File: config.mk
export PLATFORM = sky130hd
export DESIGN_NAME = data_mem_adapter
export DESIGN_NICKNAME = d
export VERILOG_FILES = /design/src/rtl/data_mem_pkg.sv /design/src/rtl/load_align.sv /design/src/rtl/data_mem_adapter.sv
export SDC_FILE = /design/constraint.sdc
export NUM_CORES = 1
export LEC_CHECK = 0
export ABC_CLOCK_PERIOD_IN_PS = 1620
export BUFFER_PORTS_ARGS = -buffer_cell sky130_fd_sc_hd__buf_2
export CORE_UTILIZATION = 30
export CTS_CLUSTER_DIAMETER = 80
export DETAILED_ROUTE_END_ITERATION = 10
export GPL_TIMING_DRIVEN = 0
export HOLD_SLACK_MARGIN = 0.08
export PLACE_DENSITY = 0.73
export SKIP_CTS_REPAIR_TIMING = 1
export SLEW_MARGIN = 40
export SYNTH_ARGS = -nofsm -noshare
export SYNTH_HDL_FRONTEND = slang
export SYNTH_HIERARCHICAL = 1
export SYNTH_SLANG_ARGS = --single-unit
export TNS_END_PERCENT = 20
File: constraint.sdc
create_clock -name clk -period 1.62 [get_ports clk]
set_clock_uncertainty 0.15 [all_clocks]
set_input_delay 0.162 -clock clk [delete_from_list [all_inputs] [get_ports clk]]
set_output_delay 0.162 -clock clk [all_outputs]
set_load 0.1 [all_outputs]
File: src/rtl/data_mem_pkg.sv
// Shared encodings for the data-memory adapter and its load alignment helper.
package data_mem_pkg;

    localparam logic [1:0] SIZE_B = 2'b00;
    localparam logic [1:0] SIZE_H = 2'b01;
    localparam logic [1:0] SIZE_W = 2'b10;

    typedef enum logic [1:0] {
        IDLE,
        READ,
        RESP
    } state_t;

endpackage

File: src/rtl/load_align.sv
// Selects the addressed byte/half/word from a RAM word and sign/zero extends it.
module load_align
    import data_mem_pkg::*;
(
    input  logic [31:0] dout,
    input  logic [1:0]  offset,
    input  logic [1:0]  size,
    input  logic        uns,
    output logic [31:0] rdata
);

    logic [7:0]  lane_b;
    logic [15:0] lane_h;

    // Lane extraction and extension; the sign bit is the top bit of the field.
    always_comb begin
        lane_b = dout[{offset, 3'b000} +: 8];
        lane_h = dout[{offset[1], 4'b0000} +: 16];
        rdata  = dout;
        case (size)
            SIZE_B:  rdata = {{24{~uns & lane_b[7]}}, lane_b};
            SIZE_H:  rdata = {{16{~uns & lane_h[15]}}, lane_h};
            default: rdata = dout;
        endcase
    end

endmodule

File: src/rtl/data_mem_adapter.sv
// Core load/store to byte-enable RAM adapter, one transaction outstanding.
module data_mem_adapter
    import data_mem_pkg::*;
#(
    parameter int SIZE       = 1024,
    parameter int ADDR_WIDTH = 32
) (
    input  logic                  clk,
    input  logic                  rst,
    input  logic                  req_valid,
    output logic                  req_ready,
    input  logic [ADDR_WIDTH-1:0] req_addr,
    input  logic                  req_we,
    input  logic [1:0]            req_size,
    input  logic                  req_unsigned,
    input  logic [31:0]           req_wdata,
    output logic                  rsp_valid,
    input  logic                  rsp_ready,
    output logic [31:0]           rsp_rdata,
    output logic                  rsp_err,
    output logic [3:0]            mem_we,
    output logic [ADDR_WIDTH-1:0] mem_addr,
    output logic [31:0]           mem_di,
    input  logic [31:0]           mem_dout
);

    // One extra bit so the byte-address limit never wraps for any ADDR_WIDTH.
    localparam logic [ADDR_WIDTH:0] ADDR_LIMIT = (ADDR_WIDTH + 1)'(SIZE * 4);

    state_t      state, state_nxt;
    logic        accept;
    logic        err;
    logic [1:0]  off_q;
    logic [1:0]  size_q;
    logic        uns_q;
    logic [31:0] load_data;

    assign req_ready = (state == IDLE);
    assign accept    = req_valid & req_ready & ~rst;
    assign mem_addr  = {req_addr[ADDR_WIDTH-1:2], 2'b00};

    // Access fault: illegal size, misalignment or beyond the end of the RAM.
    always_comb begin
        err = 1'b0;
        case (req_size)
            SIZE_B:  err = 1'b0;
            SIZE_H:  err = req_addr[0];
            SIZE_W:  err = |req_addr[1:0];
            default: err = 1'b1;
        endcase
        if ({1'b0, req_addr} >= ADDR_LIMIT) begin
            err = 1'b1;
        end
    end

    // Store lane replication and byte enables, only on a fault-free accepted store.
    always_comb begin
        mem_we = '0;
        case (req_size)
            SIZE_B:  mem_di = {4{req_wdata[7:0]}};
            SIZE_H:  mem_di = {2{req_wdata[15:0]}};
            default: mem_di = req_wdata;
        endcase
        if (accept && req_we && !err) begin
            case (req_size)
                SIZE_B:  mem_we = 4'b0001 << req_addr[1:0];
                SIZE_H:  mem_we = 4'b0011 << req_addr[1:0];
                default: mem_we = 4'b1111;
            endcase
        end
    end

    load_align u_load_align (
        .dout   (mem_dout),
        .offset (off_q),
        .size   (size_q),
        .uns    (uns_q),
        .rdata  (load_data)
    );

    // State register.
    always_ff @(posedge clk) begin
        if (rst) begin
            state <= IDLE;
        end else begin
            state <= state_nxt;
        end
    end

    // Next-state: stores and faults answer directly, clean loads wait one RAM cycle.
    always_comb begin
        state_nxt = state;
        case (state)
            IDLE: begin
                if (accept) begin
                    state_nxt = (req_we || err) ? RESP : READ;
                end
            end
            READ:    state_nxt = RESP;
            RESP: begin
                if (rsp_ready) begin
                    state_nxt = IDLE;
                end
            end
            default: state_nxt = IDLE;
        endcase
    end

    // Request latching and response registers.
    always_ff @(posedge clk) begin
        if (rst) begin
            rsp_valid <= 1'b0;
            rsp_err   <= 1'b0;
            rsp_rdata <= '0;
            off_q     <= '0;
            size_q    <= '0;
            uns_q     <= 1'b0;
        end else begin
            case (state)
                IDLE: begin
                    if (accept) begin
                        off_q     <= req_addr[1:0];
                        size_q    <= req_size;
                        uns_q     <= req_unsigned;
                        rsp_err   <= err;
                        rsp_rdata <= '0;
                        rsp_valid <= req_we | err;
                    end
                end
                READ: begin
                    rsp_rdata <= load_data;
                    rsp_valid <= 1'b1;
                end
                RESP: begin
                    if (rsp_ready) begin
                        rsp_valid <= 1'b0;
                    end
                end
                default: rsp_valid <= 1'b0;
            endcase
        end
    end

endmodule

==> After elaboration in Yosys (flattened, before gate mapping) <==
Index checks and enable logic that the tools add are counted.
{ "word_totals": {"wordCells": 53, "output_inout_bits": 103, "register_bits": 41} }
{ "op_classes": {"eq_ne": 7, "bitwise_logic": 7, "reduce_logical": 12, "magnitude_cmp": 1, "muxes": 15, "n_shift": 4} }
{ "op_table": {"columns": ["operator", "count"], "rows": [
  ["case mux 32 bit (2 select lines)", 3],
  ["greater-or-equal comparator 32 x 13 -> 1 bit (second input constant)", 1],
  ["two-way mux 32 bit", 1],
  ["indexed part select 32 x 6 -> 16 bit", 1],
  ["indexed part select 32 x 6 -> 8 bit", 1],
  ["case mux 4 bit (2 select lines)", 1],
  ["== test 2 x 1 -> 1 bit (second input constant)", 3],
  ["logical NOT 2 bit", 3],
  ["two-way mux 2 bit", 3],
  ["case mux 1 bit (3 select lines)", 2],
  ["case mux 2 bit (3 select lines)", 1],
  ["AND reduction 2 bit", 3],
  ["AND 1 bit", 4],
  ["== test 2 bit (second input constant)", 2],
  ["two-way mux 4 bit", 1],
  ["<< shifter 1 x 2 -> 4 bit (first input constant)", 1],
  ["<< shifter 2 x 2 -> 4 bit (first input constant)", 1],
  ["two-way mux 1 bit", 3],
  ["logical AND 1 bit", 2],
  ["inequality test 2 x 1 -> 1 bit (second input constant)", 1],
  ["inequality test 2 bit (second input constant)", 1],
  ["inverter 1 bit", 2],
  ["nonzero test 2 bit", 1],
  ["OR reduction 2 bit", 1],
  ["other kinds (3)", 3]
]} }

==> Depth between registers and ports, before layout <==
{ "depth": {"ltp_word": 7, "mapped_depth": 9, "mapped_depth_nobuf": 6} }

==> By module <==
Netlist, hierarchy kept.
{ "modules_own_cells": {"columns": ["mod", "cells_each", "instances", "area_each_um2"], "rows": [
  ["data_mem_adapter", 291, 1, 2312.2],
  ["load_align", 117, 1, 714.4]
]} }

==> Least setup slack after synthesis <==
OpenSTA, ideal clock, no wires.
{ "synth_path": {"path_kind": "register -> output", "from": "reg state[1]", "to": "out mem_we[0]", "required_time_ps": 1308, "stages_incl_launch_ff": 4, "n_path_buf": 0, "setup_slack_ps": -2874, "t_arrival_ps": 4182, "path_cell_list": "dfxtp_1 -> nor3b_2 -> nand3b_1 -> nor4_1"} }
{ "synth_via": {"elab_chain_cells": 6} }
{ "synth_rtl": {"columns": ["element", "line_no", "text"], "rows": [
  ["from (decl)", "data_mem_adapter.sv:30", "state_t state, state_nxt;"],
  ["from (signal assigned)", "data_mem_adapter.sv:86", "state <= state_nxt;"],
  ["logical NOT 2 bit", "data_mem_adapter.sv:38", "assign req_ready = (state == IDLE);"],
  ["AND 1 bit (2 in a row)", "data_mem_adapter.sv:39", "assign accept = req_valid & req_ready & ~rst;"],
  ["logical AND 1 bit (2 in a row)", "data_mem_adapter.sv:64", "if (accept && req_we && !err) begin"],
  ["two-way mux 4 bit", "data_mem_adapter.sv:64", null],
  ["to (decl)", "data_mem_adapter.sv:21", "output logic [3:0] mem_we,"]
]} }
Every way passes these cells.

==> Worst setup path after layout <==
{ "layout_path": {"from": "reg state[1]", "to": "out mem_we[1]"} }
Same word-level chain as after synthesis.

==> reports/summary.txt <==
ys flop type -> dfxtp_1
CTS root buf -> clkbuf_8
H-tree levels -> 2
worst r2r path cells -> 9
CTS sink cnt -> 40
Syn Area/Cell -> 7.418 um2
failing checks -> negative setup slack
WP depth -> 5
CP max stage delay -> 0.37 ns
Area after DPL -> 4305 um2
status -> complete, but fails checks
Avg WL per Cell -> 13.94 um
Worst EP required -> 1.31 ns
slowest CP cell -> dfxtp_4
clk buf depth -> 2
Slew @ Worst Pin -> 0.5408 ns
Syn. warnings -> 6
Via density -> 4.784
first-pass detailed-route iteration total -> 4
worst-path cell chain -> nor3b_4 -> nand3b_1 -> buf_6 -> nor4_4 -> buf_6
design area -> 4669 um2
CTS Buf Count -> 5
min-delay worst type -> in2reg
FMAX -> 0.5325 GHz
max cap viols -> 0
leakage -> 2.112 nW
Tcrit/Tclk final -> 115.9%
DPL Wire Length -> 8625 um
post-synth top area cell -> dfxtp_1
crit path launch -> state[1]
WHS Path Cells -> 5
die area -> 10,500 um2
Post-synth EDFFs -> 0
core area -> 9774 um2
CP dominant cell by count -> buf_6
layout cells sized above 1 -> 54.84%
min Tclk post-route -> 1.878 ns
vias in the first global route -> 3,221
Die W -> 102.4 um
RePlAce Congestion -> 0.9265
Pwr per Cell Area -> 728.7 nW/um2
top cell type's share of synthesized area -> 26.46%
RSZ-0062 raised after global routing -> yes
post-synthesis async set-or-reset flop share -> 0%
num ports -> 207
FF+latch count, synth -> 40
Final Hold Violating Endpoints -> 0
Worst Path Class, Setup -> reg2out
total gr overflow -> 0
# setup viols final -> 24
nets -> 723
total vias in the final route -> 3,607
initial antenna violation count -> 1
routed wire length -> 10,510 um
1st-iter DRT viols -> 114
Clock transition at path regs -> 0.07 ns
Startpoint Class -> flip-flop
initial core utilization -> 30.97%
worst skew pair latency -> 0.29 ns
Unique masters post-synth -> 41
CP max FO -> 5
CP Buf/Inv Count -> 2
VDD IR max -> 632.9 uV
largest cells by area after synthesis -> dfxtp_1 (26%), a21oi_1 (10%), buf_4 (9.9%)
crit path to -> mem_we[1]
synth-to-layout area growth -> 54.28%
Gate Count Post-Synth -> 408
first-pass GRT wire length -> 15,700 um
cell family with most CP delay -> simple AND/OR/NAND/NOR gates
largest net degree at the start of global routing -> 12
TNS Setup -> -3.803 ns
Post-Syn Area -> 3027 um2
port buffer count -> 194
reg2reg end -> rsp_rdata[24]
sequential-to-total area share from yosys stat -> 26.46%
ANT nets after route -> 0
Worst setup EP type -> primary output
reg2reg start -> size_q[1]
Max Transition Viols Final -> 0
setup slack, reg-to-reg -> -0.23 ns
All-Layer GR Usage -> 19.12%
Rel. slew slack -> 63.95%
DRC -> 0
CTS tree -> built
DIE HEIGHT -> 102.4 um
CP arrival -> 1.57 ns
setup ws final -> -0.2578 ns
# rows -> 36
layer usage:
layer  vias to the layer above  global-route usage (%)  share of wire (%)
li1                       1807                       -                  -
met1                      1669                   23.87                 43
met2                       121                   33.49                 50
met3                        10                   3.488                5.9
met4                         0                   5.165                1.3
met5                         -                       0                  0
synthesized netlist by cell type, types with 9 or more instances:
| cell type | count |
|---|---|
| nand3_1 | 33 |
| nor2b_1 | 11 |
| nand2_1 | 78 |
| mux2_2 | 26 |
| mux2i_1 | 9 |
| a21oi_2 | 11 |
| a21oi_1 | 62 |
| buf_4 | 40 |
| dfxtp_1 | 40 |
| o21ai_0 | 15 |
| clkbuf_1 | 11 |
| buf_2 | 19 |
final cells by class:
cell class	count	area, um2
timing repair buffer	203	1130
tap	133	166.4
buffer	74	498.0
multi-input combinational	292	1957
fill	964	5105
clock buffer	8	90.09
sequential	40	814.5
antenna	1	2.502
inverter	3	11.26
cell usage in the layout (no fill, tap or decap), types with 4 or more instances in the layout:
cell type      instances
a22oi_1                7
dlygate4sd3_1          4
dfxtp_1               35
o21ai_1                6
nor2_1                 5
clkbuf_1              10
nor2b_1               11
buf_6                 16
clkbuf_8               6
buf_4                 46
mux2_2                26
nand3_1               32
o21ai_4                6
nor4_4                 6
mux2i_1                9
buf_2                196
nand2_1               78
a21oi_2               11
a21oi_1               62
tightest hold or removal path, delay by kind of cell:
| family | cells | cell delay (ns) |
|---|---|---|
| and+or+nand+nor | 2 | 0.09 |
| buffers and inverters | 1 | 0.10 |
| AOI/OAI and AO/OA | 2 | 0.10 |
worst min-delay path by stage:
stage	end	slack, ns	from
final	rsp_rdata[6]	0.06	mem_dout[6]
after global routing	state[0]	0.09	rst
after CTS	state[0]	-0.08	req_we
after detailed placement	state[0]	0.23	req_we
after global placement	state[0]	0.23	req_we
after floorplan	state[0]	0.09	req_we
where the power goes:
| group | internal, W | switching [W] |
|---|---|---|
| Clock | 0.000347 | 0.000325 |
| Combinational | 0.000481 | 0.00124 |
| Sequential | 0.000993 | 0.0000157 |
| Total | 0.00182 | 0.00158 |
logic make-up (layout without fill, tap and decap cells):
group / Yosys count / after routing / share of synthesized area (%)
DFF: 40 / 40 / 26.46
AOI/OAI and AO/OA: 106 / 106 / 21.04
other: 1 / 3 / 0.1239
and+or+nand+nor: 149 / 149 / 23.69
buffers and inverters: 77 / 288 / 16.04
muxes: 35 / 35 / 12.65
state kept, by name (all words and copies together), names as in the netlist:
name,cells
uns_q,1
off_q,2
state,2
rsp_err,1
size_q,2
rsp_rdata,32
per-stage QoR:
stage          util, %  std cells  setup WS (ns)  power [W]  hold slack (ns)
2_1_floorplan        -        409        -0.7853   0.002333          0.08874
3_3_place_gp     44.05        736        -0.7143   0.002653           0.2263
3_5_place_dp     44.05        736        -0.7440   0.002668           0.2325
4_1_cts          44.97        744        -0.8310   0.003332         -0.07873
5_1_grt          47.75        753        -0.3168   0.003530          0.09279
6_report         47.77        754        -0.2578   0.003403          0.06264
No activity file was read; power rests on OpenSTA's default activity.
